--- config.mk ---
export PLATFORM = sky130hd
export DESIGN_NAME = motor_cmd_uart_rx_flat
export DESIGN_NICKNAME = d
export VERILOG_FILES = /design/src/rtl/motor_cmd_uart_rx_if.sv /design/src/rtl/motor_cmd_uart_rx.sv /design/src/flat_wrapper.sv
export SDC_FILE = /design/constraint.sdc
export NUM_CORES = 1
export LEC_CHECK = 0
export BUFFER_PORTS_ARGS = -buffer_cell sky130_fd_sc_hd__buf_2
export CAP_MARGIN = 20
export CORE_ASPECT_RATIO = 1.4
export CORE_MARGIN = 1
export CORE_UTILIZATION = 30
export CTS_CLUSTER_SIZE = 16
export DETAILED_ROUTE_END_ITERATION = 12
export PLACE_DENSITY = 0.55
export SLEW_MARGIN = 20
export SYNTH_ARGS = -nofsm -noshare
export SYNTH_HDL_FRONTEND = slang
export SYNTH_SLANG_ARGS = --single-unit
--- constraint.sdc ---
create_clock -name CLOCK_50 -period 2.6 [get_ports CLOCK_50]
set_input_delay 0.39 -clock CLOCK_50 [delete_from_list [all_inputs] [get_ports CLOCK_50]]
set_output_delay 0.39 -clock CLOCK_50 [all_outputs]
set_load 0.03 [all_outputs]
--- src/rtl/motor_cmd_uart_rx_if.sv ---
// Output bundle of the drive-command UART receiver: received bytes, the decoded
// motor command and the link status flags.
interface motor_cmd_uart_rx_if;
  logic [7:0] rx_byte;
  logic       byte_valid;
  logic [3:0] direction;
  logic [2:0] speed;
  logic       cmd_valid;
  logic       frame_err;
  logic       link_timeout;

  modport master (
    output rx_byte, byte_valid, direction, speed, cmd_valid, frame_err, link_timeout
  );

  modport slave (
    input rx_byte, byte_valid, direction, speed, cmd_valid, frame_err, link_timeout
  );
endinterface

--- src/rtl/motor_cmd_uart_rx.sv ---
// 8N1 UART receiver and three-byte drive-command frame checker (SYNC, CMD, ~CMD).
// Define MOTOR_RX_WATCHDOG_EN to build in the link watchdog that forces STOP on silence.
module motor_cmd_uart_rx #(
  parameter int         CLKS_PER_BIT = 5208,
  parameter logic [7:0] SYNC_BYTE    = 8'hAA,
  parameter int         TIMEOUT_CLKS = 50_000_000
) (
  input  logic                CLOCK_50,
  input  logic                reset_n,
  input  logic                uart_in,
  motor_cmd_uart_rx_if.master rx_if
);

  localparam int               CNT_W     = $clog2(CLKS_PER_BIT);
  localparam logic [CNT_W-1:0] HALF_LAST = CNT_W'(CLKS_PER_BIT / 2 - 1);
  localparam logic [CNT_W-1:0] FULL_LAST = CNT_W'(CLKS_PER_BIT - 1);
  localparam logic [3:0]       DIR_STOP  = 4'd8;

  if (CLKS_PER_BIT < 8 || TIMEOUT_CLKS < 1) begin : g_param_check
    $error("motor_cmd_uart_rx: CLKS_PER_BIT must be >= 8 and TIMEOUT_CLKS >= 1");
  end

  // A command byte is legal when its pad bit is clear and the direction is at most STOP.
  function automatic logic cmd_in_range(input logic [7:0] b);
    return (b[3] == 1'b0) && (b[7:4] <= DIR_STOP);
  endfunction

  typedef enum logic [2:0] {
    S_IDLE,
    S_START,
    S_DATA,
    S_STOP,
    S_WAIT_HIGH
  } bit_state_t;

  typedef enum logic [1:0] {
    F_HDR,
    F_CMD,
    F_CHK
  } frm_state_t;

  // Stage p0/p1: two-flop synchroniser; idle-high reset value avoids a false start.
  logic uart_sync_p0;
  logic uart_sync_p1;

  always_ff @(posedge CLOCK_50 or negedge reset_n) begin
    if (!reset_n) begin
      uart_sync_p0 <= 1'b1;
      uart_sync_p1 <= 1'b1;
    end else begin
      uart_sync_p0 <= uart_in;
      uart_sync_p1 <= uart_sync_p0;
    end
  end

  bit_state_t       bit_state;
  bit_state_t       bit_state_nxt;
  logic [CNT_W-1:0] clk_cnt;
  logic [CNT_W-1:0] clk_cnt_nxt;
  logic [2:0]       bit_idx;
  logic [2:0]       bit_idx_nxt;
  logic [7:0]       shift_q;
  logic [7:0]       shift_nxt;
  logic             byte_done;
  logic             stop_err;

  always_ff @(posedge CLOCK_50 or negedge reset_n) begin
    if (!reset_n) begin
      bit_state <= S_IDLE;
      clk_cnt   <= '0;
      bit_idx   <= '0;
    end else begin
      bit_state <= bit_state_nxt;
      clk_cnt   <= clk_cnt_nxt;
      bit_idx   <= bit_idx_nxt;
    end
  end

  always_ff @(posedge CLOCK_50) begin
    shift_q <= shift_nxt;
  end

  always_comb begin
    bit_state_nxt = bit_state;
    clk_cnt_nxt   = clk_cnt + 1'b1;
    bit_idx_nxt   = bit_idx;
    shift_nxt     = shift_q;
    byte_done     = 1'b0;
    stop_err      = 1'b0;
    unique case (bit_state)
      S_IDLE: begin
        clk_cnt_nxt = '0;
        if (!uart_sync_p1) begin
          bit_state_nxt = S_START;
        end
      end
      S_START: begin
        // Mid-start-bit re-check rejects short glitches without flagging an error.
        if (clk_cnt == HALF_LAST) begin
          clk_cnt_nxt   = '0;
          bit_idx_nxt   = '0;
          bit_state_nxt = uart_sync_p1 ? S_IDLE : S_DATA;
        end
      end
      S_DATA: begin
        if (clk_cnt == FULL_LAST) begin
          clk_cnt_nxt = '0;
          shift_nxt   = {uart_sync_p1, shift_q[7:1]};
          bit_idx_nxt = bit_idx + 1'b1;
          if (bit_idx == 3'd7) begin
            bit_state_nxt = S_STOP;
          end
        end
      end
      S_STOP: begin
        if (clk_cnt == FULL_LAST) begin
          clk_cnt_nxt = '0;
          if (uart_sync_p1) begin
            byte_done     = 1'b1;
            bit_state_nxt = S_IDLE;
          end else begin
            stop_err      = 1'b1;
            bit_state_nxt = S_WAIT_HIGH;
          end
        end
      end
      S_WAIT_HIGH: begin
        clk_cnt_nxt = '0;
        if (uart_sync_p1) begin
          bit_state_nxt = S_IDLE;
        end
      end
      default: begin
        bit_state_nxt = S_IDLE;
      end
    endcase
  end

  // Stage p2: byte output register, one cycle after the stop-bit sample.
  frm_state_t frm_state;
  frm_state_t frm_state_nxt;
  logic [7:0] cmd_q;
  logic [7:0] cmd_nxt;
  logic       accept;
  logic       frm_err;

  always_ff @(posedge CLOCK_50 or negedge reset_n) begin
    if (!reset_n) begin
      rx_if.rx_byte    <= '0;
      rx_if.byte_valid <= 1'b0;
      rx_if.frame_err  <= 1'b0;
      rx_if.cmd_valid  <= 1'b0;
      frm_state        <= F_HDR;
    end else begin
      rx_if.byte_valid <= byte_done;
      if (byte_done) begin
        rx_if.rx_byte <= shift_q;
      end
      rx_if.frame_err <= stop_err | frm_err;
      rx_if.cmd_valid <= accept;
      frm_state       <= frm_state_nxt;
    end
  end

  always_ff @(posedge CLOCK_50) begin
    cmd_q <= cmd_nxt;
  end

  always_comb begin
    frm_state_nxt = frm_state;
    cmd_nxt       = cmd_q;
    accept        = 1'b0;
    frm_err       = 1'b0;
    if (rx_if.byte_valid) begin
      unique case (frm_state)
        F_HDR: begin
          if (rx_if.rx_byte == SYNC_BYTE) begin
            frm_state_nxt = F_CMD;
          end
        end
        F_CMD: begin
          if (cmd_in_range(rx_if.rx_byte)) begin
            cmd_nxt       = rx_if.rx_byte;
            frm_state_nxt = F_CHK;
          end else begin
            frm_err       = 1'b1;
            frm_state_nxt = F_HDR;
          end
        end
        F_CHK: begin
          if (rx_if.rx_byte == ~cmd_q) begin
            accept        = 1'b1;
            frm_state_nxt = F_HDR;
          end else begin
            // A failed checksum that looks like a header is treated as the start of a new frame.
            frm_err       = 1'b1;
            frm_state_nxt = (rx_if.rx_byte == SYNC_BYTE) ? F_CMD : F_HDR;
          end
        end
        default: begin
          frm_state_nxt = F_HDR;
        end
      endcase
    end
  end

  // Stage p3: command outputs, aligned with cmd_valid.
`ifdef MOTOR_RX_WATCHDOG_EN
  localparam int              WD_W     = $clog2(TIMEOUT_CLKS + 1);
  localparam logic [WD_W-1:0] WD_LIMIT = WD_W'(TIMEOUT_CLKS);

  logic [WD_W-1:0] wd_cnt;
  logic            wd_expired;

  assign wd_expired = (wd_cnt == WD_LIMIT);

  always_ff @(posedge CLOCK_50 or negedge reset_n) begin
    if (!reset_n) begin
      wd_cnt <= '0;
    end else if (accept) begin
      wd_cnt <= '0;
    end else if (!wd_expired) begin
      wd_cnt <= wd_cnt + 1'b1;
    end
  end

  always_ff @(posedge CLOCK_50 or negedge reset_n) begin
    if (!reset_n) begin
      rx_if.direction    <= '0;
      rx_if.speed        <= '0;
      rx_if.link_timeout <= 1'b0;
    end else if (accept) begin
      rx_if.direction    <= cmd_q[7:4];
      rx_if.speed        <= cmd_q[2:0];
      rx_if.link_timeout <= 1'b0;
    end else if (wd_expired) begin
      rx_if.direction    <= DIR_STOP;
      rx_if.speed        <= '0;
      rx_if.link_timeout <= 1'b1;
    end
  end
`else
  always_ff @(posedge CLOCK_50 or negedge reset_n) begin
    if (!reset_n) begin
      rx_if.direction <= '0;
      rx_if.speed     <= '0;
    end else if (accept) begin
      rx_if.direction <= cmd_q[7:4];
      rx_if.speed     <= cmd_q[2:0];
    end
  end

  assign rx_if.link_timeout = 1'b0;
`endif

endmodule

--- src/flat_wrapper.sv ---
// flat-port wrapper written by rule: the top's interface ports become plain ports
module motor_cmd_uart_rx_flat 
#(
  parameter int         CLKS_PER_BIT = 5208,
  parameter logic [7:0] SYNC_BYTE    = 8'hAA,
  parameter int         TIMEOUT_CLKS = 50_000_000
)
  (CLOCK_50, reset_n, uart_in, rx_if_rx_byte, rx_if_byte_valid, rx_if_direction, rx_if_speed, rx_if_cmd_valid, rx_if_frame_err, rx_if_link_timeout);
  motor_cmd_uart_rx_if rx_if_i ();
  input  logic CLOCK_50;
  input  logic reset_n;
  input  logic uart_in;
  output wire logic [$bits(rx_if_i.rx_byte)-1:0] rx_if_rx_byte;
  output wire logic [$bits(rx_if_i.byte_valid)-1:0] rx_if_byte_valid;
  output wire logic [$bits(rx_if_i.direction)-1:0] rx_if_direction;
  output wire logic [$bits(rx_if_i.speed)-1:0] rx_if_speed;
  output wire logic [$bits(rx_if_i.cmd_valid)-1:0] rx_if_cmd_valid;
  output wire logic [$bits(rx_if_i.frame_err)-1:0] rx_if_frame_err;
  output wire logic [$bits(rx_if_i.link_timeout)-1:0] rx_if_link_timeout;
  assign rx_if_rx_byte = rx_if_i.rx_byte;
  assign rx_if_byte_valid = rx_if_i.byte_valid;
  assign rx_if_direction = rx_if_i.direction;
  assign rx_if_speed = rx_if_i.speed;
  assign rx_if_cmd_valid = rx_if_i.cmd_valid;
  assign rx_if_frame_err = rx_if_i.frame_err;
  assign rx_if_link_timeout = rx_if_i.link_timeout;
  motor_cmd_uart_rx #(.CLKS_PER_BIT(CLKS_PER_BIT), .SYNC_BYTE(SYNC_BYTE), .TIMEOUT_CLKS(TIMEOUT_CLKS)) u_core (.CLOCK_50(CLOCK_50), .reset_n(reset_n), .uart_in(uart_in), .rx_if(rx_if_i));
endmodule
==> results of run 1 <==
-- Yosys cell counts, drive strengths merged (2+ instances only) --
cell type	n
and2	2
buf	3
nor3	3
xor2	14
a22o	2
nor4b	2
and4	2
a21o	2
dfrtp	39
nor2	19
ha	7
and3	2
or3	3
edfxtp	16
nand4b	2
xnor2	5
and4bb	2
a21oi	3
nor2b	4
nand4	7
o211ai	2
nand2	6
mux2	17
dfstp	2
nor3b	2
inv	5
a22oi	2
nand3	7
-- path summary, 6_finish.rpt --
kind / start / to / slack, ps / cells past startpoint
setup / recovery: u_core.clk_cnt[0]$_DFF_PN0_ / u_core.rx_if.rx_byte[7]$_DFFE_PN0P_ / 460 / 5
hold / removal: uart_in / u_core.uart_sync_p0$_DFF_PN1_ / 170 / 1
setup reg to reg: u_core.clk_cnt[0]$_DFF_PN0_ / u_core.rx_if.rx_byte[7]$_DFFE_PN0P_ / 460 / 5
hold reg to reg: u_core.uart_sync_p0$_DFF_PN1_ / u_core.uart_sync_p1$_DFF_PN1_ / 350 / 0
max in group asynchronous: reset_n / u_core.bit_idx[2]$_DFFE_PN0P_ / 1840 / 1
min in group asynchronous: reset_n / u_core.rx_if.direction[2]$_DFFE_PN0P_ / 180 / 1
-- metal layers --
metal  track usage (%)  share of wire [%]  vias up
li1                  -                  -      754
met1              13.4                 45      781
met2              18.9                 49       32
met3              4.53                3.9       10
met4              6.07                2.3        0
met5                 0                  0        -
-- where the power goes --
part           switching (uW)  total [uW]  internal (uW)
combinational            14.3        15.8           1.49
clock                     399        1230            832
sequential               1.64         924            922
total                     415        2170           1760
-- critical path, cell delays in order, from the launching register on --
cell     delay [ps]
dfrtp_1         370
ha_1            240
and4_2          310
nand3_2         140
or3_1           590
mux2_4          370
-- stage by stage --
step | std cells | util [%] | power (uW)
2_1_floorplan | 191 | - | 943
5_1_grt | 328 | 37.6 | 2240
3_3_place_gp | 312 | 33.8 | 957
6_report | 328 | 37.6 | 2170
4_1_cts | 328 | 37.6 | 2200
3_5_place_dp | 312 | 33.8 | 957
-- sequential cells by signal, summed over array words and instances (netlist names), 2 cells and up --
name / cells
u_core.rx_if.rx_byte: 8
u_core.cmd_q: 8
u_core.shift_q: 8
u_core.bit_idx: 3
u_core.frm_state: 2
u_core.rx_if.direction: 4
u_core.rx_if.speed: 3
u_core.bit_state: 3
u_core.clk_cnt: 13
-- cell type report --
| cell class | count | area, sq um | share of cell area [%] |
|---|---|---|---|
| repair buffers | 22 | 115 | 3.73 |
| well taps | 102 | 128 | 4.14 |
| clock buffers | 10 | 229 | 7.43 |
| multi-input cells | 126 | 1000 | 32.5 |
| flip-flops and latches | 57 | 1510 | 48.9 |
| inverters | 5 | 18.8 | 0.609 |
| clock inverters | 6 | 82.6 | 2.68 |
-- cells in the final DEF (no fill, tap or decap), types with 4 or more instances in the layout --
| cell | n |
|---|---|
| mux2_4 | 8 |
| mux2_2 | 9 |
| nand4_1 | 7 |
| inv_1 | 5 |
| buf_2 | 20 |
| edfxtp_1 | 16 |
| xor2_1 | 14 |
| dfrtp_1 | 39 |
| nor2b_1 | 4 |
| clkbuf_16 | 9 |
| ha_1 | 7 |
| nand3_1 | 6 |
| xnor2_1 | 5 |
| nand2_1 | 6 |
| nor2_1 | 19 |
-- logic make-up (layout without fill, tap and decap cells) --
group                    count (synthesis)  count (layout)  synth area share (%)
buffers and inverters                    8              43                  1.67
multiplexers                            17              17                  8.68
adder cells (fa/ha/maj)                  7               7                  3.43
AO/OA/AOI/OAI                           16              16                  4.61
other                                    1               1                 0.147
XOR/XNOR                                19              19                  6.52
flip-flops                              57              57                  59.1
AND/OR/NAND/NOR                         66              66                  15.8
==> flow_metrics.py, run 1 <==
metrics = {
    "layout": {
        "final_nets": 231,
        "finalInstanceArea_sq_um": 3080,
        "diodes": 0,
        "synthToLayoutAreaGrowth_pct": 20.8,
        "drive_gt1_share_pct": 28.8,
        "fill_cells": 808,
    },
    "pwr": {
        "total_leakage_power_uw": 0.00140,
        "peakVddDrop_uv": 349,
        "power_density_nw_per_um2": 704,
    },
    "timing": {
        "fin_skew_ps": 7.02,
        "worstMarginPinSlew_ps": 898,
        "grt_setup_unrepaired": "false",
        "setup_viol": 0,
        "period_minus_slack_ps": 2140,
        "relSlewSlack_pct": 40.2,
        "slew_violations": 0,
        "hold_violations": 0,
        "setup_ws_ps": 461,
        "max_freq_mhz": 468,
        "min_period_over_period_pct": 82.3,
        "hold_slack_ps": 171,
        "setup_tns_ps": 0,
    },
    "clock_tree": {
        "numCtsBuffers": 9,
        "htreeDepth": 3,
        "ctsRootBufferMaster": "clkbuf_16",
        "clk_pin_slew_ps": 50,
        "numClockSinks": 57,
        "cts_setup_buffers": 0,
        "cts_resized": 0,
        "worstSkewPairLatency_ps": 320,
        "cts_buffer_depth": 2,
        "cts_tree": "built",
        "hold_buffers": 0,
    },
    "route": {
        "ant_nets": 0,
        "drt-total-wl_microns": 4600,
        "drc_errors": 0,
        "wire_per_inst_microns": 14.0,
        "num_vias": 1577,
        "firstDrtPassIters": 4,
        "vias_per_cell": 4.81,
        "drt_iter0_markers": 100,
    },
    "die": {
        "fp.dieW_microns": 80.0,
        "ios": 22,
        "dieArea_sq_um": 8890,
        "rows": 39,
        "die_h_microns": 111,
        "start_util_pct": 31.1,
        "core-area_sq_um": 8200,
    },
    "worst_setup_path": {
        "endpoint_kind": "flip-flop",
        "critPathLaunchType": "flip-flop",
        "crit_arrival_ps": 2350,
        "path_max_fanout": 9,
        "cp.required_ps": 2810,
        "worstSetupPathType": "flip-flop to flip-flop",
    },
    "grt": {
        "gr-total-overflow": 0,
        "grt_max_degree": 42,
        "grtUsageTotal_pct": 11.8,
        "grt_antenna_before_repair": 0,
        "grt_first_pass_wirelength_microns": 7790,
        "grt_pass1_vias": 1615,
    },
    "yosys": {
        "synth_seq_cells": 57,
        "yosysSeqAreaShare_pct": 59.1,
        "synth_nets": 201,
        "synth_top_area_share_pct": 38.2,
        "synth_edf_count": 16,
        "ys_types": 45,
        "synth-main-ff-cell": "dfrtp_1",
        "synth.area.top_cells": "dfrtp_1 (38%), edfxtp_1 (19%), xor2_1 (4.8%)",
        "avgSynthCellArea_sq_um": 13.4,
        "yosysWarnings": 0,
        "async_reset_ff_share_pct": 71.9,
        "synth_top_area_cell": "dfrtp_1",
        "netlist_area_sq_um": 2550,
        "synth_cells": 191,
    },
    "placement": {
        "place_area_sq_um": 2770,
        "pre_cts_ws_ps": 457,
        "gp_congestion": 0.801,
        "portBuffers": 20,
        "hpwl_microns": 3150,
    },
    "outcome": {
        "status": "complete, no violations",
    },
    "flow_run": {
        "cap_viol_max_count": 0,
    },
    "worst_hold_path": {
        "worstHoldPathType": "input pin to flip-flop",
    },
}
Note: power is estimated with default switching activity, not from simulation.
==> run 2: changes to the inputs <==
==> constraint.sdc (replaced) <==
create_clock -name CLOCK_50 -period 2 [get_ports CLOCK_50]
set_input_delay 0.3 -clock CLOCK_50 [delete_from_list [all_inputs] [get_ports CLOCK_50]]
set_output_delay 0.3 -clock CLOCK_50 [all_outputs]
set_load 0.03 [all_outputs]
==> run 2 against run 1 <==
First-iteration DRC count is 33% lower. Critical path type unchanged. Wire length increased by 4.2%. Sequential share of layout area is 1.9 points lower. Largest cell class unchanged. Clock skew barely moved. Register-to-register slack got worse by 300 ps. Clock power increased by 40%.
==> flow_metrics.py, run 2 (synthesis results as in run 1) <==
metrics = {
    "grt": {
        "grt_first_pass_wirelength_microns": 8090,
        "grtUsageTotal_pct": 12.3,
        "grt_antenna_before_repair": 0,
        "grt_max_degree": 42,
        "grt_pass1_vias": 1686,
        "gr-total-overflow": 0,
    },
    "placement": {
        "gp_congestion": 0.782,
        "pre_cts_ws_ps": 53.1,
        "portBuffers": 20,
        "hpwl_microns": 3350,
        "dp_cells": 322,
    },
    "layout": {
        "final_nets": 241,
        "final_common_cell": "dfrtp_1",
        "fill_cells": 797,
        "stdcell_count": 338,
        "largest_register": "u_core.clk_cnt",
        "largest_register_ffs": 13,
        "synthToLayoutAreaGrowth_pct": 25.5,
        "final_core_util_pct": 39.1,
        "layout_common_cells": "dfrtp_1 (39), buf_2 (20), nor2_1 (19), edfxtp_1 (16), xor2_1 (14)",
        "diodes": 0,
        "drive_gt1_share_pct": 33.1,
    },
    "pwr": {
        "power_density_nw_per_um2": 920,
        "internal-power_uw": 2410,
        "total_leakage_power_uw": 0.00146,
        "comb_power_share_pct": 0.8,
        "peakVddDrop_uv": 517,
        "p_sw_uw": 537,
        "power_uw": 2950,
        "pwr-share-clk_pct": 58.5,
        "swShare_pct": 18.2,
        "pwr-share-seq_pct": 40.7,
    },
    "die": {
        "core-area_sq_um": 8200,
        "fp.dieW_microns": 80.0,
        "die_h_microns": 111,
        "rows": 39,
        "dieArea_sq_um": 8890,
        "ios": 22,
        "start_util_pct": 31.1,
    },
    "route": {
        "num_vias": 1616,
        "drt-total-wl_microns": 4790,
        "drc_errors": 0,
        "ant_nets": 0,
        "drt_iter0_markers": 67,
        "firstDrtPassIters": 4,
        "vias_per_cell": 4.78,
        "wire_per_inst_microns": 14.2,
    },
    "timing": {
        "setup_viol": 0,
        "period_minus_slack_ps": 1840,
        "slew_violations": 0,
        "min_period_over_period_pct": 92.1,
        "setup_tns_ps": 0,
        "fin_skew_ps": 7.22,
        "worstMarginPinSlew_ps": 535,
        "hold_violations": 0,
        "relSlewSlack_pct": 64.3,
        "max_freq_mhz": 543,
        "setup_ws_ps": 157,
        "grt_setup_unrepaired": "false",
    },
    "clock_tree": {
        "cts_setup_buffers": 0,
        "hold_buffers": 0,
        "clk_pin_slew_ps": 50,
        "worstSkewPairLatency_ps": 330,
        "cts_buffer_depth": 2,
        "ctsRootBufferMaster": "clkbuf_16",
        "cts_tree": "built",
        "htreeDepth": 3,
        "numClockSinks": 57,
        "numCtsBuffers": 9,
    },
    "flow_run": {
        "cap_viol_max_count": 0,
    },
    "worst_setup_path": {
        "path_max_fanout": 6,
        "crit_arrival_ps": 2050,
        "cp.required_ps": 2210,
        "worstSetupPathType": "flip-flop to flip-flop",
        "r2r_setup_slack_ps": 160,
        "critPathLaunchType": "flip-flop",
        "endpoint_kind": "flip-flop",
    },
    "outcome": {
        "status": "complete, no violations",
    },
    "worst_hold_path": {
        "worstHoldPathType": "input pin to async pin",
    },
}
[run 2: final timing paths]
check                                                     from                                 to  cells past startpoint
setup / recovery           u_core.rx_if.rx_byte[4]$_DFFE_PN0P_    u_core.frm_state[1]$_DFFE_PN0P_                      4
max in group asynchronous                              reset_n      u_core.uart_sync_p1$_DFF_PN1_                      2
hold / removal                                         reset_n  u_core.rx_if.speed[2]$_DFFE_PN0P_                      2
hold reg to reg                  u_core.uart_sync_p0$_DFF_PN1_      u_core.uart_sync_p1$_DFF_PN1_                      0
min in group CLOCK_50                                  uart_in      u_core.uart_sync_p0$_DFF_PN1_                      1
setup reg to reg           u_core.rx_if.rx_byte[4]$_DFFE_PN0P_    u_core.frm_state[1]$_DFFE_PN0P_                      4
[run 2: stage by stage]
step / hold slack (ps) / instance area, sq um
after detailed placement: 351 / 2850
final: 20.0 / 3200
after CTS: 64.1 / 3190
after global routing: 72.0 / 3200
after global placement: 349 / 2850
after floorplan: 4.41 / 2560
[run 2: power groups by stage]
stage	Sequential [uW]	Clock [uW]	Combinational, uW
global placement	1220	0	24.4
floorplan	1220	0	5.06
CTS	1200	1760	24.9
global route	1200	1820	28.1
detailed placement	1220	0	24.8
finish	1200	1720	22.6
[run 2: per-layer routing]
metal / track usage (%) / wire length [microns]
met1: 13.7 / 2020
met3: 5.35 / 195
met2: 20.2 / 2500
met4: 5.12 / 77
met5: 0 / 0
[run 2: final cells by class]
class                   instances  area, sq um  share of cell area, %
flip-flops and latches         57         1510                   47.1
multi-input cells             126         1020                   31.9
clock buffers                  10          229                   7.15
repair buffers                 32          190                   5.94
well taps                     102          128                   3.98
clock inverters                 6          106                   3.32
inverters                       5         18.8                  0.586
[run 2: timing repair]
item / CTS / global route
gates resized for setup: 0 / 4
hold endpoints to repair: 0 / 0
setup endpoints to repair: 0 / 22
[run 2: critical path, stage by stage (launching register included)]
cell     delay (ps)
dfrtp_1         430
or4b_2          740
o21ai_1         240
a21oi_1         100
a41o_1          210
==> run 3: changes to the inputs <==
--- a/config.mk
+++ b/config.mk
@@ -13,6 +13,7 @@
 export CTS_CLUSTER_SIZE = 16
 export DETAILED_ROUTE_END_ITERATION = 12
 export PLACE_DENSITY = 0.55
+export RECOVER_POWER = 25
 export SLEW_MARGIN = 20
 export SYNTH_ARGS = -nofsm -noshare
 export SYNTH_HDL_FRONTEND = slang
==> constraint.sdc (replaced) <==
create_clock -name CLOCK_50 -period 2 [get_ports CLOCK_50]
set_input_delay 0.2 -clock CLOCK_50 [delete_from_list [all_inputs] [get_ports CLOCK_50]]
set_output_delay 0.2 -clock CLOCK_50 [all_outputs]
set_load 0.03 [all_outputs]
==> run 3 against run 2 <==
Power about the same. Wire length rose by 0.38%. First-iteration DRC count decreased by 1.5%. Largest power group unchanged.
==> flow_metrics.py, run 3 (synthesis results as in run 1) <==
metrics = {
    "outcome": {
        "status": "complete, no violations",
    },
    "worst_hold_path": {
        "worstHoldPathType": "flip-flop to flip-flop",
        "min_from": "u_core.uart_sync_p0$_DFF_PN1_",
    },
    "timing": {
        "worstMarginPinSlew_ps": 1030,
        "setup_tns_ps": 0,
        "slew_violations": 0,
        "grt_setup_unrepaired": "false",
        "min_period_over_period_pct": 92.2,
        "fin_skew_ps": 7.44,
        "period_minus_slack_ps": 1840,
        "hold_violations": 0,
        "max_freq_mhz": 543,
        "relSlewSlack_pct": 31.3,
        "setup_viol": 0,
    },
    "layout": {
        "synthToLayoutAreaGrowth_pct": 26.2,
        "largest_register_ffs": 13,
        "largest_register": "u_core.clk_cnt",
        "drive_gt1_share_pct": 32.4,
        "final_nets": 243,
        "final_common_cell": "dfrtp_1",
        "layout_common_cells": "dfrtp_1 (39), buf_2 (20), nor2_1 (19), edfxtp_1 (16), xor2_1 (14)",
        "finalInstanceArea_sq_um": 3220,
        "diodes": 0,
        "final_core_util_pct": 39.3,
        "stdcell_count": 340,
    },
    "placement": {
        "place_area_sq_um": 2850,
        "hpwl_microns": 3350,
        "gp_congestion": 0.782,
        "dp_cells": 322,
        "portBuffers": 20,
    },
    "worst_setup_path": {
        "r2r-start": "u_core.rx_if.rx_byte[4]$_DFFE_PN0P_",
        "path_max_fanout": 6,
        "crit_arrival_ps": 2050,
        "critPathLaunchType": "flip-flop",
        "worstSetupPathType": "flip-flop to flip-flop",
        "endpoint_kind": "flip-flop",
        "startpoint": "u_core.rx_if.rx_byte[4]$_DFFE_PN0P_",
        "cp.required_ps": 2210,
    },
    "die": {
        "die_h_microns": 111,
        "fp.dieW_microns": 80.0,
        "core-area_sq_um": 8200,
        "rows": 39,
        "dieArea_sq_um": 8890,
        "ios": 22,
        "start_util_pct": 31.1,
    },
    "grt": {
        "grt_antenna_before_repair": 0,
        "gr-total-overflow": 0,
        "grt_pass1_vias": 1686,
        "grtUsageTotal_pct": 12.3,
        "grt_first_pass_wirelength_microns": 8090,
        "grt_max_degree": 42,
    },
    "pwr": {
        "power_uw": 2950,
        "power_density_nw_per_um2": 915,
        "peakVddDrop_uv": 516,
        "total_leakage_power_uw": 0.00146,
    },
    "route": {
        "drt-total-wl_microns": 4810,
        "ant_nets": 0,
        "drc_errors": 0,
        "num_vias": 1616,
        "vias_per_cell": 4.75,
        "drt_iter0_markers": 66,
        "wire_per_inst_microns": 14.1,
        "firstDrtPassIters": 4,
    },
    "flow_run": {
        "cap_viol_max_count": 0,
    },
    "clock_tree": {
        "ctsRootBufferMaster": "clkbuf_16",
        "numClockSinks": 57,
        "worstSkewPairLatency_ps": 330,
        "cts_setup_buffers": 0,
        "numCtsBuffers": 9,
        "clk_pin_slew_ps": 50,
        "cts_buffer_depth": 2,
        "htreeDepth": 3,
        "cts_tree": "built",
    },
}
run 3: changes by cell type in the layout (fill, tap and decap cells not counted):
cell,previous run,this run
buf_4,12,11
clkbuf_2,0,1
dfstp_1,0,1
dfstp_2,2,1
dlygate4sd3_1,0,2
run 3: critical path: stages (launching register included):
cell and delay [ps]:
dfrtp_1 430, or4b_2 740, o21ai_1 240, a21oi_1 100, a41o_1 210
run 3: worst paths after layout:
kind,slack (ps),cells past startpoint,end
max,160,4,u_core.frm_state[1]$_DFFE_PN0P_
min,360,0,u_core.uart_sync_p1$_DFF_PN1_
max reg2reg,160,4,u_core.frm_state[1]$_DFFE_PN0P_
min reg2reg,360,0,u_core.uart_sync_p1$_DFF_PN1_
max in group asynchronous,690,3,u_core.clk_cnt[2]$_DFF_PN0_
min in group asynchronous,640,3,u_core.rx_if.speed[2]$_DFFE_PN0P_
run 3: through the flow:
stage	setup WS, ps	hold slack (ps)
2_1_floorplan	93.7	-95.6
3_3_place_gp	101	302
3_5_place_dp	53.1	309
4_1_cts	47.3	358
5_1_grt	2.33	368
6_report	157	362
run 3: area by class of cell:
class,count,area [sq um]
inverter,5,18.8
tap,102,128
sequential,57,1510
timing repair buffer,34,208
fill,798,4980
multi-input combinational,126,1020
clock inverter,6,106
clock buffer,10,229
run 3: what timing repair did:
item,4_1_cts,5_1_grt
gates resized for setup,0,4
setup endpoints to repair,0,22
hold buffers,2,0
hold endpoints to repair,40,0
run 3: where the power goes:
part           leakage (uW)  internal, uW  total, uW  switching (uW)
Clock              0.000160          1210       1720             515
Sequential         0.000678          1200       1200            2.27
Combinational      0.000627          5.05       24.8            19.7
run 3: routing by layer:
layer,up-vias,part of all wire [%],GRT usage (%)
met1,810,42,13.7
li1,775,-,-
met4,0,1.2,5.12
met5,-,0,0
met3,4,4.0,5.35
met2,27,53,20.2
